===== src/rtl/lin_class_pkg.sv =====
// rtl/lin_class_pkg.sv - shared widths and record types for the lin_class host
// Contents: PIX_W/SUM_W/LAT constants, res_t result record, trip_t pixel triplet.
package lin_class_pkg;

    localparam int PIX_W = 6;
    localparam int SUM_W = 16;
    localparam int LAT   = 3;

    typedef struct packed {
        logic [SUM_W-1:0] sum;
        logic             pos;
    } res_t;

    typedef struct packed {
        logic [PIX_W-1:0] im1;
        logic [PIX_W-1:0] im2;
        logic [PIX_W-1:0] im3;
    } trip_t;

endpackage


===== src/rtl/lin_class_host_if.sv =====
// rtl/lin_class_host_if.sv - signal bundle between lin_class_host and its surroundings
// Ports (slave = host view): pixel stream in, triplet out to classifier,
// classifier result in, result stream out, counter clear in, counters out.
interface lin_class_host_if #(
    parameter int CNT_W = 16
);
    import lin_class_pkg::*;

    logic             i_pix_valid;
    logic [PIX_W-1:0] i_pix;
    logic             o_pix_ready;
    logic [PIX_W-1:0] o_im1;
    logic [PIX_W-1:0] o_im2;
    logic [PIX_W-1:0] o_im3;
    logic [SUM_W-1:0] i_wgt_sum;
    logic             i_pos;
    logic             o_res_valid;
    logic [SUM_W-1:0] o_res_sum;
    logic             o_res_pos;
    logic             i_res_ready;
    logic             i_clr;
    logic [CNT_W-1:0] o_cnt_total;
    logic [CNT_W-1:0] o_cnt_pos;

    modport slave (
        input  i_pix_valid, i_pix, i_wgt_sum, i_pos, i_res_ready, i_clr,
        output o_pix_ready, o_im1, o_im2, o_im3, o_res_valid, o_res_sum, o_res_pos,
               o_cnt_total, o_cnt_pos
    );

    modport master (
        output i_pix_valid, i_pix, i_wgt_sum, i_pos, i_res_ready, i_clr,
        input  o_pix_ready, o_im1, o_im2, o_im3, o_res_valid, o_res_sum, o_res_pos,
               o_cnt_total, o_cnt_pos
    );

endinterface


===== src/rtl/lin_res_fifo.sv =====
// rtl/lin_res_fifo.sv - synchronous result FIFO with registered head and count
// Ports: i_clk, i_rst_n (sync, active-low); i_push/i_din write side;
// i_pop read side (ignored when empty); o_dout registered head (0 when empty);
// o_count occupancy.
module lin_res_fifo
    import lin_class_pkg::*;
#(
    parameter int DEPTH = 4
) (
    input  logic                     i_clk,
    input  logic                     i_rst_n,
    input  logic                     i_push,
    input  res_t                     i_din,
    input  logic                     i_pop,
    output res_t                     o_dout,
    output logic [$clog2(DEPTH):0]   o_count
);

    localparam int AW = $clog2(DEPTH);

    res_t          mem [DEPTH];
    logic [AW-1:0] wr_ptr;
    logic [AW-1:0] rd_ptr;
    logic [AW-1:0] rd_next;
    logic [AW:0]   count;
    logic [AW:0]   count_next;
    logic          pop;
    res_t          head_next;

    assign pop     = i_pop && (count != '0);
    assign o_count = count;

    // Head is precomputed for the next cycle so o_dout comes straight from a flop.
    // When the next head slot is the one being written now, bypass the write data.
    always_comb begin
        rd_next    = pop ? rd_ptr + 1'b1 : rd_ptr;
        count_next = count + {{AW{1'b0}}, i_push} - {{AW{1'b0}}, pop};
        head_next  = '0;
        if (count_next == '0) begin
            head_next = '0;
        end else if (i_push && (rd_next == wr_ptr)) begin
            head_next = i_din;
        end else begin
            head_next = mem[rd_next];
        end
    end

    always_ff @(posedge i_clk) begin
        if (i_push) begin
            mem[wr_ptr] <= i_din;
        end
    end

    always_ff @(posedge i_clk) begin
        if (!i_rst_n) begin
            wr_ptr <= '0;
            rd_ptr <= '0;
            count  <= '0;
            o_dout <= '0;
        end else begin
            if (i_push) begin
                wr_ptr <= wr_ptr + 1'b1;
            end
            rd_ptr <= rd_next;
            count  <= count_next;
            o_dout <= head_next;
        end
    end

    // Credits upstream must make a push into a full FIFO impossible unless a pop frees a slot.
    a_no_overflow: assert property (@(posedge i_clk) disable iff (!i_rst_n)
        !(i_push && !pop && (count == (AW+1)'(DEPTH))));

endmodule


===== src/rtl/lin_class_host.sv =====
// rtl/lin_class_host.sv - pixel triplet feeder and result collector around lin_class
// Ports: i_clk, i_rst_n (sync, active-low); bus (lin_class_host_if.slave):
// pixel stream in with ready, registered im1..im3 to the classifier,
// classifier wgt_sum/pos in, result stream out, i_clr and saturating counters.
module lin_class_host
    import lin_class_pkg::*;
#(
    parameter int DEPTH = 4,
    parameter int CNT_W = 16
) (
    input  logic              i_clk,
    input  logic              i_rst_n,
    lin_class_host_if.slave   bus
);

    localparam int CW = $clog2(DEPTH) + 1;

    logic             ready_q;
    logic [1:0]       idx;
    logic             full;
    trip_t            slots;
    trip_t            trip_q;
    logic             issue_q;
    logic [LAT-1:0]   vld_sr;
    logic [2:0]       inflight;
    logic             accept;
    logic             issue;
    logic             push;
    logic [CW-1:0]    fifo_count;
    res_t             push_data;
    res_t             head;
    logic [CNT_W-1:0] cnt_total;
    logic [CNT_W-1:0] cnt_pos;

    assign bus.o_pix_ready = ready_q && !full;
    assign accept          = bus.i_pix_valid && bus.o_pix_ready;

    // issue_q marks the cycle the triplet first sits on o_im*; the classifier's
    // three stages follow it in vld_sr, so the tail bit lines up with i_wgt_sum.
    always_comb begin
        inflight = {2'b00, issue_q};
        for (int i = 0; i < LAT; i++) begin
            inflight = inflight + {2'b00, vld_sr[i]};
        end
    end

    // Every in-flight result already owns a FIFO slot; a pop this cycle only
    // frees a credit once fifo_count has updated.
    assign issue = full && ((int'(fifo_count) + int'(inflight)) < DEPTH);
    assign push  = vld_sr[LAT-1];

    always_ff @(posedge i_clk) begin
        if (!i_rst_n) begin
            ready_q <= 1'b0;
            idx     <= 2'd0;
            full    <= 1'b0;
            slots   <= '0;
            trip_q  <= '0;
            issue_q <= 1'b0;
            vld_sr  <= '0;
        end else begin
            ready_q <= 1'b1;
            issue_q <= issue;
            vld_sr  <= {vld_sr[LAT-2:0], issue_q};
            if (accept) begin
                case (idx)
                    2'd0:    slots.im1 <= bus.i_pix;
                    2'd1:    slots.im2 <= bus.i_pix;
                    default: slots.im3 <= bus.i_pix;
                endcase
                if (idx == 2'd2) begin
                    idx  <= 2'd0;
                    full <= 1'b1;
                end else begin
                    idx <= idx + 2'd1;
                end
            end
            // accept needs !full and issue needs full, so these never collide.
            if (issue) begin
                trip_q <= slots;
                full   <= 1'b0;
            end
        end
    end

    assign bus.o_im1 = trip_q.im1;
    assign bus.o_im2 = trip_q.im2;
    assign bus.o_im3 = trip_q.im3;

    assign push_data.sum = bus.i_wgt_sum;
    assign push_data.pos = bus.i_pos;

    lin_res_fifo #(
        .DEPTH (DEPTH)
    ) u_fifo (
        .i_clk   (i_clk),
        .i_rst_n (i_rst_n),
        .i_push  (push),
        .i_din   (push_data),
        .i_pop   (bus.i_res_ready),
        .o_dout  (head),
        .o_count (fifo_count)
    );

    assign bus.o_res_valid = (fifo_count != '0);
    assign bus.o_res_sum   = head.sum;
    assign bus.o_res_pos   = head.pos;

    // Clear has priority over a same-cycle push; that push is not counted.
    always_ff @(posedge i_clk) begin
        if (!i_rst_n || bus.i_clr) begin
            cnt_total <= '0;
            cnt_pos   <= '0;
        end else if (push) begin
            if (cnt_total != '1) begin
                cnt_total <= cnt_total + 1'b1;
            end
            if (bus.i_pos && (cnt_pos != '1)) begin
                cnt_pos <= cnt_pos + 1'b1;
            end
        end
    end

    assign bus.o_cnt_total = cnt_total;
    assign bus.o_cnt_pos   = cnt_pos;

endmodule


===== src/flat_wrapper.sv =====
// flat-port wrapper written by rule: the top's interface ports become plain ports
module lin_class_host_flat import lin_class_pkg::*;
#(
    parameter int DEPTH = 4,
    parameter int CNT_W = 16
)
  (i_clk, i_rst_n, bus_i_pix_valid, bus_i_pix, bus_i_wgt_sum, bus_i_pos, bus_i_res_ready, bus_i_clr, bus_o_pix_ready, bus_o_im1, bus_o_im2, bus_o_im3, bus_o_res_valid, bus_o_res_sum, bus_o_res_pos, bus_o_cnt_total, bus_o_cnt_pos);
  lin_class_host_if #(.CNT_W(CNT_W)) bus_i ();
  input  logic i_clk;
  input  logic i_rst_n;
  input wire logic [$bits(bus_i.i_pix_valid)-1:0] bus_i_pix_valid;
  input wire logic [$bits(bus_i.i_pix)-1:0] bus_i_pix;
  input wire logic [$bits(bus_i.i_wgt_sum)-1:0] bus_i_wgt_sum;
  input wire logic [$bits(bus_i.i_pos)-1:0] bus_i_pos;
  input wire logic [$bits(bus_i.i_res_ready)-1:0] bus_i_res_ready;
  input wire logic [$bits(bus_i.i_clr)-1:0] bus_i_clr;
  output wire logic [$bits(bus_i.o_pix_ready)-1:0] bus_o_pix_ready;
  output wire logic [$bits(bus_i.o_im1)-1:0] bus_o_im1;
  output wire logic [$bits(bus_i.o_im2)-1:0] bus_o_im2;
  output wire logic [$bits(bus_i.o_im3)-1:0] bus_o_im3;
  output wire logic [$bits(bus_i.o_res_valid)-1:0] bus_o_res_valid;
  output wire logic [$bits(bus_i.o_res_sum)-1:0] bus_o_res_sum;
  output wire logic [$bits(bus_i.o_res_pos)-1:0] bus_o_res_pos;
  output wire logic [$bits(bus_i.o_cnt_total)-1:0] bus_o_cnt_total;
  output wire logic [$bits(bus_i.o_cnt_pos)-1:0] bus_o_cnt_pos;
  assign bus_i.i_pix_valid = bus_i_pix_valid;
  assign bus_i.i_pix = bus_i_pix;
  assign bus_i.i_wgt_sum = bus_i_wgt_sum;
  assign bus_i.i_pos = bus_i_pos;
  assign bus_i.i_res_ready = bus_i_res_ready;
  assign bus_i.i_clr = bus_i_clr;
  assign bus_o_pix_ready = bus_i.o_pix_ready;
  assign bus_o_im1 = bus_i.o_im1;
  assign bus_o_im2 = bus_i.o_im2;
  assign bus_o_im3 = bus_i.o_im3;
  assign bus_o_res_valid = bus_i.o_res_valid;
  assign bus_o_res_sum = bus_i.o_res_sum;
  assign bus_o_res_pos = bus_i.o_res_pos;
  assign bus_o_cnt_total = bus_i.o_cnt_total;
  assign bus_o_cnt_pos = bus_i.o_cnt_pos;
  lin_class_host #(.DEPTH(DEPTH), .CNT_W(CNT_W)) u_core (.i_clk(i_clk), .i_rst_n(i_rst_n), .bus(bus_i));
endmodule

===== config.mk =====
export PLATFORM = sky130hd
export DESIGN_NAME = lin_class_host_flat
export DESIGN_NICKNAME = d
export VERILOG_FILES = /design/src/rtl/lin_class_pkg.sv /design/src/rtl/lin_class_host_if.sv /design/src/rtl/lin_res_fifo.sv /design/src/rtl/lin_class_host.sv /design/src/flat_wrapper.sv
export SDC_FILE = /design/constraint.sdc
export NUM_CORES = 1
export LEC_CHECK = 0
export ABC_AREA = 0
export CAP_MARGIN = 15
export CORE_MARGIN = 4
export CORE_UTILIZATION = 55
export DETAILED_ROUTE_END_ITERATION = 10
export PLACE_DENSITY = 0.78
export SKIP_LAST_GASP = 1
export SLEW_MARGIN = 20
export SYNTH_ARGS = -nofsm -noshare
export SYNTH_HDL_FRONTEND = slang
export SYNTH_HIERARCHICAL = 1
export SYNTH_SLANG_ARGS = --single-unit

===== constraint.sdc =====
create_clock -name i_clk -period 4.65 [get_ports i_clk]
set_clock_uncertainty 0.15 [all_clocks]
set_input_delay 1.1625 -clock i_clk [delete_from_list [all_inputs] [get_ports i_clk]]
set_output_delay 1.1625 -clock i_clk [all_outputs]
set_load 0.05 [all_outputs]

-- After elaboration in Yosys (flattened, before gate mapping)
Memories as Yosys holds them, arrays and structs flattened. A register that Yosys moved wholly into a read port is not among the register bits.
Index checks and enable logic that the tools add are counted.
- memory bits (writable): 68
- logic and storage cells: 60
- memories: 1
- bits in registers: 83
- input bits: 28
- equal/unequal tests: 4
- reductions and logical operators: 20
- muxes and demuxes: 5
- magnitude comparators: 1
- add/subtract/negate cells: 11
- bitwise operators: 2
- memory list (memory ; words ; bits a word ; rd ports ; clocked after Yosys merged registers in ; wr ports ; line ; source):
    u_core.u_fifo.mem ; 4 ; 17 ; 1 ; 1 ; 1 ; lin_res_fifo.sv:21 ; res_t mem [DEPTH];
- operators by type and width (operator ; number):
    16-bit by 1-bit adder with 16-bit output (second input constant) ; 2
    32-bit by 4-bit less-than comparator with 1-bit output (second input constant) ; 1
    16-bit != test (second input constant) ; 2
    2-bit AND reduction ; 6
    3-bit by 1-bit adder with 3-bit output ; 3
    2-bit by 1-bit adder with 2-bit output (second input constant) ; 3
    2-bit OR reduction ; 3
    1-bit logical AND ; 5
    3-bit by 3-bit adder with 4-bit output ; 1
    2-bit two-way mux ; 2
    3-bit zero test ; 1
    1-bit two-way mux ; 3
    3-bit nonzero test ; 1
    3-bit by 1-bit subtractor with 3-bit output ; 1
    1-bit by 1-bit adder with 2-bit output ; 1
    2-bit by 1-bit equality test with 1-bit output (second input constant) ; 1
    2-bit equality test (second input constant) ; 1
    1-bit zero test ; 2
    2-bit zero test ; 1
    1-bit inverter ; 2
    1-bit logical OR ; 1

-- Longest topological paths before layout
Gate-level depths: netlist (run 1).
- depth in word-level cells: 7
- mapped depth: 15
- depth with buffers taken out: 12

-- Hierarchy
Netlist (run 1), hierarchy kept.
- modules (own cells, without submodules) (module ; times used ; area each (µm²) ; cells each):
    lin_res_fifo ; 1 ; 4124.0 ; 331
    lin_class_host ; 1 ; 3387.0 ; 332

-- Least setup slack after synthesis (run 1)
No wires, ideal clock.
- kind: input -> register
- from: input port bus_i_res_ready
- to: register u_core/u_fifo/o_dout[10] in the netlist's numbering
- arrival: 3.700 ns
- data required time: 4.382 ns
- path buffers: 3
- stages on the path: 15
- slack: 0.682 ns
- path through: o31ai_4 > inv_2 > clkbuf_1 > buf_1 > ha_1 > inv_1 > ha_1 > inv_1 > fa_1 > xor3_1 > o31a_1 > nand2_1 > nor2_2 > buf_4 > o2bb2ai_1
- cells in the longest elaborated chain, start to end: 4
- elaborated cells between the ends (all ways): 5
- classes of those cells: 1 x add/sub; 1 x mux; 3 x reduce/logical
- ends and longest elaborated chain (what ; line ; source):
    from (decl) ; flat_wrapper.sv:15 ; input wire logic [$bits(bus_i.i_res_ready)-1:0] bus_i_res_ready;
    1-bit logical AND * ; lin_res_fifo.sv:30 ; assign pop = i_pop && (count != '0);
    3-bit by 1-bit subtractor with 3-bit output ; lin_res_fifo.sv:37 ; count_next = count + {{AW{1'b0}}, i_push} - {{AW{1'b0}}, pop};
    3-bit zero test ; lin_res_fifo.sv:39 ; if (count_next == '0) begin
    2-bit OR reduction (no source line) ; -- ;
    to (signal assigned) ; lin_res_fifo.sv:66 ; o_dout <= head_next;
    to (decl) ; lin_res_fifo.sv:15 ; output res_t o_dout,
Mark *: on every way between the ends. The rest lies on a longest branch, timed or not.
A chain may end at the register's enable or synchronous reset.

-- Worst setup path in the final report (run 1)
- from: input port bus_i_res_ready
- to: register u_core/u_fifo/o_dout[13] in the netlist's numbering
The elaborated chain is that of the path after synthesis.

==> summary.txt, run 1 <==
Outcome
  • Outcome: completed

Setup path
  • Crit path launch type: input port
  • Reg2reg setup slack: 1.33 ns
  • Crit Path Category: input port to register
  • Required time of the critical path: around 4.9 ns
  • CP arrival: 4.15 ns
  • Critical-path top delay cell: nor2_2
  • CP cell instances: clkdlybuf4s50_1, o31ai_4, inv_2, ha_1, inv_1, ha_1, inv_1, fa_1, xor3_1, o31a_1, nand2_1, nor2_2, a2bb2o_1
  • Worst setup EP type: register
  • Largest stage delay, worst path: 0.70 ns
  • Top Family by Delay on Critical Path: simple AND/OR/NAND/NOR gates
  • CP max FO: 17
  • WP buf/inv: 4

Yosys
  • Syn Area/Cell: 11.3 µm²
  • Synth Instances: 663
  • Mux share of post-synthesis cell area: 0.0773
  • #FFs+latches synth: 168
  • Fraction of registers with async set/reset: 0
  • Ys flop type: dfxtp_1
  • Top post-synthesis cells by count: dfxtp_1 (100), edfxtp_1 (68), nor2b_1 (41)
  • Post-synthesis adder-cell area fraction: 0.0220
  • Compound-Gate Fraction of Synth Area: 0.136
  • Largest cells by area after synthesis: edfxtp_1 (27%), dfxtp_1 (27%), mux2i_1 (5.3%)
  • Synth Net Count: roughly 700
  • Synth cell types: 66
  • Synthesized cell area: 0.00751 mm²
  • Main combinational cell family by area after synthesis: simple AND/OR/NAND/NOR gates
  • Post-synth EDFFs: 68
  • Synth Area in Simple Gates: 0.182
  • Top cell type's share of synthesized area: 0.272
  • Synth area leader: edfxtp_1
  • Top-count cell post-synth: dfxtp_1
  • Share of the yosys chip area belonging to registers: 0.538
  • Post-Synth XOR/XNOR Area: 0.0102
  • Ys Warns: 6

Placed design
  • I/O Buffers: 96
  • Post-DP HPWL: 10.5 mm
  • Placed Cells: 904
  • GPL Wtd Cong: 0.809
  • Worst slack at placement: 0.312 ns

Floorplan
  • Number of core rows: 42
  • Die X: around 120 µm
  • Die Area: 0.0156 mm²
  • Core Area: around 0.013 mm²
  • Die extent in y: 125 µm
  • Top Ports: 97
  • Initial Utilization: 0.565

STA
  • Final Setup Violations: 0
  • RSZ-0062 raised after global routing: false
  • Fmax: 254 MHz
  • Slew HR: 0.287
  • Min Tclk post-route: 3.94 ns
  • Worst-margin pin slew: 1.07 ns
  • Final TNS setup: 0 ns
  • Worst hold slack: 0.326 ns
  • Max-slew violation count: 0
  • Final cycle utilization of the critical path: 0.848
  • Final setup margin: slightly above 0.7 ns
  • Final hold viol count: 0

Route
  • Vias per Instance: 5.91
  • DR WL/cell: 17.7 µm
  • Detailed Routing Iterations Pass 1: 5
  • Total wire length: 16.5 mm
  • Remaining DRCs: 0
  • Detailed-route via count: 5534
  • DR iter-0 viols: between 400 and 500
  • DRT antenna net count: 0

Global route
  • Vias in the first global route: 5611
  • GR Util All Layers: 0.214
  • Largest net degree at the start of global routing: 74
  • Antenna violations before repair: 0
  • Global route overflow: 0
  • Wire length of the first global-routing pass: 27.5 mm

Layout
  • Post-layout util: 0.687
  • Layout Area Growth over Synthesis: 21.6%
  • Fraction of layout cells with a size suffix above 1: 0.109
  • Final Non-Filler Cells: 936
  • Antenna Cells: 0
  • Fillers: ~980
  • Area of the multi-input gates: 0.00323 mm²
  • Register area: 0.00405 mm²
  • Fin nets: between 700 and 800

Pwr
  • Peak VDD IR: 0.258 mV
  • Internal: 0.00290 W
  • Leak: between 3 and 4 nW
  • Clock power share: 0.311
  • PwrDens: 473 mW/mm²
  • Switching part of the total power: 0.329
  • Seq pwr share: 0.405
  • P_sw: 0.00142 W
  • Logic pwr share: 0.284

Clock tree
  • Clk Latency, worst-skew pair: 0.42 ns
  • Postcts setup bufs: 0
  • # resized after CTS: 0
  • Clk sinks: 168
  • CTS Hold Buffers Added: 0
  • CTS tree: yes
  • Num CTS Buffers: 17
  • Root buf cell: clkbuf_16
  • Clk buf depth: 2
  • Clock-pin slew on the worst setup and hold paths: about 0.06 ns
  • H-tree depth: 4

Job
  • Max-cap viol count: 0

Worst hold path
  • Hold WC Path Type: register to register
-- power by group through the flow --
| stage | logic (W) | clock network (W) | registers, W |
|---|---|---|---|
| global route | 0.00132 | 0.00144 | 0.00176 |
| CTS | 0.00122 | 0.00137 | 0.00174 |
| detailed placement | 0.00122 | 0 | 0.00177 |
| finish | 0.00123 | 0.00134 | 0.00175 |
| global placement | 0.00115 | 0 | 0.00177 |
| floorplan | 0.000810 | 0 | 0.00183 |
-- state kept, by name (all words and copies together), names as in the netlist --
signal	count
u_core/idx	2
u_core/u_fifo/rd_ptr	2
u_core/u_fifo/o_count	3
u_core/bus.o_cnt_total	16
u_core/u_fifo/mem	68
u_core/bus.o_im3	6
u_core/issue_q	1
u_core/u_fifo/wr_ptr	2
u_core/bus.o_im2	6
u_core/u_fifo/o_dout	17
u_core/bus.o_im1	6
u_core/full	1
u_core/bus.o_cnt_pos	16
u_core/ready_q	1
u_core/slots	18
u_core/vld_sr	3
-- placed cells by master, fill, tap and decap left out, types with 7 or more instances in the layout --
master and n:
dfxtp_1 99, nand3_1 13, mux2i_1 40, nor2_1 38
o21ai_1 9, buf_4 9, o2bb2ai_1 32, nand4_1 11
and2_1 14, mux2_2 16, o21ai_0 8, o31ai_1 7
nor2b_1 41, ha_1 10, a21oi_1 35, or4_1 8
or3_1 31, nor3_1 35, clkbuf_16 18, inv_1 10
nand2_1 17, clkdlybuf4s50_1 96, edfxtp_1 68, o221ai_1 16
-- routing by layer --
metal,GRT usage,share of wire,wire length [µm]
met1,0.271,0.44,7240
met2,0.364,0.50,8300
met3,0.0506,0.047,783
met4,0.0702,0.012,201
met5,0,0,0
-- final timing paths --
| path | start | cells past startpoint | to |
|---|---|---|---|
| min | u_core/vld_sr[1] | 1 | u_core/vld_sr[2] |
| max reg2reg | u_core/u_fifo/o_count[1] | 12 | u_core/u_fifo/o_dout[13] |
| max | bus_i_res_ready | 13 | u_core/u_fifo/o_dout[13] |
| min reg2reg | u_core/vld_sr[1] | 1 | u_core/vld_sr[2] |
-- area by class of cell --
cell class,instances,share of cell area
clock buffers,21,0.0520
repair buffers,105,0.113
multi-input cells,443,0.353
well taps,176,0.0241
clock inverters,11,0.0101
inverters,12,0.00493
flip-flops and latches,168,0.443
-- stage by stage --
stage,total power (W),instance area (µm²)
2_1_floorplan,0.00264,7510
4_1_cts,0.00434,9130
3_3_place_gp,0.00292,8570
3_5_place_dp,0.00299,8570
6_report,0.00432,9140
5_1_grt,0.00453,9140
-- cells by family after synthesis --
| logic type | Yosys count |
|---|---|
| mux | 56 |
| simple gates | 232 |
| fa+ha+maj | 12 |
| flops | 168 |
| xor+xnor | 7 |
| compound gates | 136 |
| buf+inv | 52 |
Note: power is estimated with default switching activity, not from simulation.
==> run 2: changes to the inputs <==
==> constraint.sdc (replaced) <==
create_clock -name i_clk -period 3.7 [get_ports i_clk]
set_clock_uncertainty 0.15 [all_clocks]
set_input_delay 0.925 -clock i_clk [delete_from_list [all_inputs] [get_ports i_clk]]
set_output_delay 0.925 -clock i_clk [all_outputs]
set_load 0.05 [all_outputs]
==> run 2 against run 1 <==
Register-to-register slack worse by 0.68 ns. Utilization increased by 0.56 points. Global-route usage up 0.55 points. Critical endpoint is now u_core/u_fifo/o_dout[2]. Worst setup slack lost 0.43 ns. First-iteration DRC count increased by 14%. Count of clock-buffer cells in the layout did not move. Sequential cell count did not move. Sequential share of layout area is 0.38 points lower. Critical path depth up 1. Sequential power is 20% higher.
==> summary.txt, run 2 (synthesized netlist as in run 1, its figures left out) <==
Outcome
  • Outcome: completed

Global route
  • Largest net degree at the start of global routing: 71 (-4.1%)
  • GR Util All Layers: 0.220 (+0.00547)
  • Antenna violations before repair: 0 (unchanged)
  • Vias in the first global route: 5701 (+1.6%)
  • Global route overflow: 0 (unchanged)
  • Wire length of the first global-routing pass: 28.3 mm (+2.8%)

Setup path
  • Worst setup EP type: register
  • CP max FO: 9 (-8)
  • Crit Path Category: input port to register
  • Critical-path top delay cell: clkdlybuf4s50_1
  • Largest stage delay, worst path: 0.51 ns (-0.19 ns)
  • CP cell instances: clkdlybuf4s50_1, o31ai_4, inv_2, ha_1, inv_1, ha_1, inv_1, fa_1, xor3_1, o31a_1, nand2_1, nor2_2, buf_12, o2bb2ai_1
  • Cell count along the critical path: 14 (+1)
  • Required time of the critical path: 3.89 ns (-0.97 ns)
  • WP buf/inv: 5 (+1)
  • CP arrival: 3.61 ns (-0.54 ns)
  • Worst r2r path cells: 13 (+1)
  • Crit path launch type: input port
  • Top Family by Delay on Critical Path: buffers and inverters

Route
  • Total wire length: 17.1 mm (+3.4%)
  • Detailed-route via count: 5701 (+3.0%)
  • DR WL/cell: 18.1 µm (+2.7%)
  • Remaining DRCs: 0 (unchanged)
  • DR iter-0 viols: 541 (+14%)
  • DRT antenna net count: 0 (unchanged)
  • Detailed Routing Iterations Pass 1: 5 (unchanged)
  • Vias per Instance: 6.05 (+2.3%)

STA
  • RSZ-0062 raised after global routing: false
  • Fmax: 292 MHz
  • Max-slew violation count: 0 (unchanged)
  • Final cycle utilization of the critical path: 0.925
  • Final Setup Violations: 0 (unchanged)
  • Worst-margin pin slew: 1.04 ns (-0.0293 ns)
  • Final TNS setup: 0 ns (unchanged)
  • Slew HR: 0.302 (+0.0144)
  • Min Tclk post-route: 3.42 ns
  • Final hold viol count: 0 (unchanged)

Pwr
  • Leak: 3.12 nW (+0.99%)
  • Peak VDD IR: 0.394 mV (+53%)
  • PwrDens: 602 mW/mm² (+27%)

Floorplan
  • Top Ports: 97 (unchanged)
  • Die extent in y: 125 µm (unchanged)
  • Die Area: 0.0156 mm² (unchanged)
  • Initial Utilization: 0.565 (unchanged)
  • Die X: 125 µm (unchanged)
  • Number of core rows: 42 (unchanged)
  • Core Area: 0.0133 mm² (unchanged)

Layout
  • Antenna Cells: 0 (unchanged)
  • Commonest non-fill, non-tap cell in the layout: dfxtp_1
  • Fraction of layout cells with a size suffix above 1: 0.111 (+0.00161)
  • Largest Register: u_core/u_fifo/mem
  • Most frequent cells in the layout: dfxtp_1 (99), clkdlybuf4s50_1 (96), edfxtp_1 (68), nor2b_1 (41), mux2i_1 (40)
  • Fin nets: 794 (+0.89%)
  • Layout Area Growth over Synthesis: 22.6%
  • Fillers: 959 (-2.3%)
  • Largest regs: u_core/u_fifo/mem (68), u_core/slots (18), u_core/u_fifo/o_dout (17)
  • Cell area after layout: 0.00921 mm² (+0.81%)
  • Max FFs per register: 68 (unchanged)

Clock tree
  • H-tree depth: 4 (unchanged)
  • Clk buf depth: 2 (unchanged)
  • Clock-pin slew on the worst setup and hold paths: 0.06 ns (about the same)
  • CTS tree: yes
  • # resized after CTS: 0 (unchanged)
  • Num CTS Buffers: 17 (unchanged)
  • CTS Hold Buffers Added: 0 (unchanged)
  • Clk Latency, worst-skew pair: 0.42 ns (about the same)
  • Root buf cell: clkbuf_16
  • Postcts setup bufs: 0 (unchanged)
  • Clk sinks: 168 (unchanged)

Placed design
  • Post-DP HPWL: 10.9 mm (+3.9%)
  • I/O Buffers: 96 (unchanged)
  • Placed cell area: 0.00863 mm² (+0.76%)
  • GPL Wtd Cong: 0.816 (+0.95%)

Job
  • Max-cap viol count: 0 (unchanged)

Worst hold path
  • Hold WC Path Type: register to register
  • WHS Path Cells: 1 (unchanged)
-- run 2: worst paths after layout --
check / start / end / slack, ns
max: bus_i_res_ready / u_core/u_fifo/o_dout[2] / 0.28
min: u_core/vld_sr[1] / u_core/vld_sr[2] / 0.32
max reg2reg: u_core/u_fifo/o_count[1] / u_core/u_fifo/o_dout[2] / 0.65
min reg2reg: u_core/vld_sr[1] / u_core/vld_sr[2] / 0.32
-- run 2: power breakdown --
part           switching, W  internal, W  leakage [nW]
clock network      0.000686      0.00107         0.283
logic               0.00103     0.000671          1.41
registers         0.0000762      0.00202          1.42
-- run 2: metal layers --
layer	vias to the layer above	global-route usage	wire, µm
li1	2691	-	-
met1	2766	0.273	7150
met2	213	0.365	8590
met3	31	0.0549	982
met4	0	0.0957	371
met5	-	0	0
-- run 2: final cells by class --
cell class | count | area [µm²] | share of cell area
Multi-Input combinational cell | 443 | 3230 | 0.350
Sequential cell | 168 | 4050 | 0.439
Clock inverter | 11 | 129 | 0.0140
Tap cell | 176 | 220 | 0.0239
Timing Repair Buffer | 112 | 1090 | 0.119
Inverter | 12 | 45.0 | 0.00489
Clock buffer | 21 | 450 | 0.0489
-- run 2: through the flow --
| stage | instances | utilization | hold slack, ns | worst slack, ns | total power, W |
|---|---|---|---|---|---|
| 2_1_floorplan | 663 | - | 0.285 | 0.0794 | 0.00332 |
| 3_3_place_gp | 911 | 0.649 | 0.293 | 0.0179 | 0.00372 |
| 3_5_place_dp | 911 | 0.649 | 0.310 | -0.136 | 0.00381 |
| 4_1_cts | 943 | 0.693 | 0.324 | 0.290 | 0.00556 |
| 5_1_grt | 943 | 0.693 | 0.361 | 0.138 | 0.00579 |
| 6_report | 943 | 0.693 | 0.320 | 0.277 | 0.00555 |
==> run 3: changes to the inputs <==
--- a/config.mk
+++ b/config.mk
@@ -9,6 +9,7 @@
 export CAP_MARGIN = 15
 export CORE_MARGIN = 4
 export CORE_UTILIZATION = 55
+export CTS_BUF_LIST = sky130_fd_sc_hd__clkbuf_16
 export DETAILED_ROUTE_END_ITERATION = 10
 export PLACE_DENSITY = 0.78
 export SKIP_LAST_GASP = 1
==> run 3 against run 2 <==
Total power down 0.55%. Non-clock buffer count stayed put. Register-to-register slack about the same. Combinational power is essentially flat. Final cell count unchanged. Largest cell class unchanged.
==> summary.txt, run 3 (synthesized netlist as in run 1, its figures left out) <==
STA
  • Final cycle utilization of the critical path: 0.921 (-0.00384)
  • Final setup margin: 0.292 ns (+0.0142 ns)
  • Min Tclk post-route: 3.41 ns (-0.0142 ns)
  • Max-slew violation count: 0 (unchanged)
  • Slew HR: 0.295 (-0.00710)
  • RSZ-0062 raised after global routing: false
  • Worst hold slack: 0.320 ns (+0.0000180 ns)
  • Final hold viol count: 0 (unchanged)
  • Final Setup Violations: 0 (unchanged)
  • Worst-margin pin slew: 1.05 ns (+0.0106 ns)
  • Fmax: 293 MHz (+0.42%)

Route
  • DRT antenna net count: 0 (unchanged)
  • Total wire length: 17.0 mm (-0.80%)
  • Detailed-route via count: 5677 (-0.42%)
  • DR iter-0 viols: 519 (-4.1%)
  • Remaining DRCs: 0 (unchanged)
  • Vias per Instance: 6.02 (-0.42%)
  • DR WL/cell: 18.0 µm (-0.80%)
  • Detailed Routing Iterations Pass 1: 5 (unchanged)

Layout
  • Max FFs per register: 68 (unchanged)
  • Final Non-Filler Cells: 943 (unchanged)
  • Largest Register: u_core/u_fifo/mem
  • Post-layout util: 0.692 (-0.000753)
  • Layout Area Growth over Synthesis: 22.5%
  • Antenna Cells: 0 (unchanged)
  • Fin nets: 794 (unchanged)
  • Commonest non-fill, non-tap cell in the layout: dfxtp_1
  • Largest regs: u_core/u_fifo/mem (68), u_core/slots (18), u_core/u_fifo/o_dout (17)
  • Fraction of layout cells with a size suffix above 1: 0.110 (-0.00130)
  • Most frequent cells in the layout: dfxtp_1 (99), clkdlybuf4s50_1 (96), edfxtp_1 (68), nor2b_1 (41), mux2i_1 (40)

Floorplan
  • Die Area: 0.0156 mm² (unchanged)
  • Die extent in y: 125 µm (unchanged)
  • Die X: 125 µm (unchanged)
  • Initial Utilization: 0.565 (unchanged)
  • Core Area: 0.0133 mm² (unchanged)
  • Number of core rows: 42 (unchanged)
  • Top Ports: 97 (unchanged)

Clock tree
  • Root buf cell: clkbuf_16
  • Num CTS Buffers: 17 (unchanged)
  • Postcts setup bufs: 0 (unchanged)
  • # resized after CTS: 0 (unchanged)
  • Clock-pin slew on the worst setup and hold paths: 0.06 ns (about the same)
  • H-tree depth: 4 (unchanged)
  • CTS Hold Buffers Added: 0 (unchanged)
  • CTS tree: yes
  • Clk sinks: 168 (unchanged)
  • Clk buf depth: 2 (unchanged)
  • Clk Latency, worst-skew pair: 0.42 ns (about the same)

Pwr
  • Logic pwr share: 0.308 (+0.002)
  • Tot Pwr: 0.00552 W (-0.55%)
  • Clock power share: 0.312 (-0.004)
  • Leak: 3.12 nW (+0.22%)
  • P_sw: 0.00179 W (about the same)
  • Seq pwr share: 0.380 (+0.002)
  • Switching part of the total power: 0.324 (+0.00151)
  • Internal: 0.00373 W (-0.78%)
  • PwrDens: 600 mW/mm² (-0.45%)
  • Peak VDD IR: 0.394 mV (-0.16%)

Placed design
  • Post-DP HPWL: 10.9 mm (unchanged)
  • Placed Cells: 911 (unchanged)
  • GPL Wtd Cong: 0.816 (unchanged)
  • Worst slack at placement: -0.136 ns (unchanged)
  • I/O Buffers: 96 (unchanged)

Setup path
  • Required time of the critical path: 3.89 ns (about the same)
  • Worst setup EP type: register
  • Crit Path Category: input port to register
  • CP arrival: 3.60 ns (about the same)
  • Crit path launch type: input port
  • CP max FO: 9 (unchanged)

Outcome
  • Outcome: completed

Global route
  • Global route overflow: 0 (unchanged)
  • Largest net degree at the start of global routing: 71 (unchanged)
  • Wire length of the first global-routing pass: 28.3 mm (about the same)
  • Vias in the first global route: 5700 (-0.018%)
  • Antenna violations before repair: 0 (unchanged)
  • GR Util All Layers: 0.220 (about the same)

Job
  • Max-cap viol count: 0 (unchanged)

Worst hold path
  • Hold WC Path Type: register to register
## run 3: cell count changes in the layout (fill, tap and decap cells not counted), sizes merged
cell,before,now
clkbuf,21,17
inv,11,14
clkinv,8,9
## run 3: power groups by stage
stage / combinational [W] / sequential, W / clock (W)
2_1_floorplan: 0.00102 / 0.00230 / 0
3_3_place_gp: 0.00158 / 0.00214 / 0
3_5_place_dp: 0.00166 / 0.00214 / 0
4_1_cts: 0.00168 / 0.00210 / 0.00174
5_1_grt: 0.00182 / 0.00211 / 0.00183
6_report: 0.00170 / 0.00210 / 0.00172
## run 3: metal layers
metal / part of all wire / up-vias / global-route usage / routed length, µm
li1: - / 2689 / - / -
met1: 0.42 / 2731 / 0.273 / 7120
met2: 0.50 / 220 / 0.366 / 8500
met3: 0.057 / 37 / 0.0549 / 963
met4: 0.022 / 0 / 0.0931 / 378
met5: 0 / - / 0 / 0
## run 3: layout make-up
cell class / count / area (µm²)
clock buffers: 17 / 425
well taps: 176 / 220
clock inverters: 15 / 144
flip-flops and latches: 168 / 4050
repair buffers: 112 / 1090
inverters: 12 / 45.0
fillers: 959 / 4100
multi-input cells: 443 / 3230
## run 3: critical path, cell delays in order
cell,delay [ns]
clkdlybuf4s50_1,0.51
o31ai_4,0.09
inv_2,0.07
ha_1,0.22
inv_1,0.06
ha_1,0.13
inv_1,0.05
fa_1,0.36
xor3_1,0.23
o31a_1,0.16
nand2_1,0.07
nor2_2,0.41
buf_12,0.19
o2bb2ai_1,0.12
## run 3: final timing paths
kind	start	end	slack [ns]	cells after the start
setup / recovery	bus_i_res_ready	u_core/u_fifo/o_dout[2]	0.29	14
hold / removal	u_core/vld_sr[1]	u_core/vld_sr[2]	0.32	1
setup reg to reg	u_core/u_fifo/o_count[1]	u_core/u_fifo/o_dout[2]	0.66	13
hold reg to reg	u_core/vld_sr[1]	u_core/vld_sr[2]	0.32	1
## run 3: through the flow
step / setup TNS [ns] / cell area (µm²)
after detailed placement: -1.03 / 8630
after global routing: 0 / 9200
after global placement: 0 / 8630
after CTS: 0 / 9200
final: 0 / 9200
after floorplan: 0 / 7510
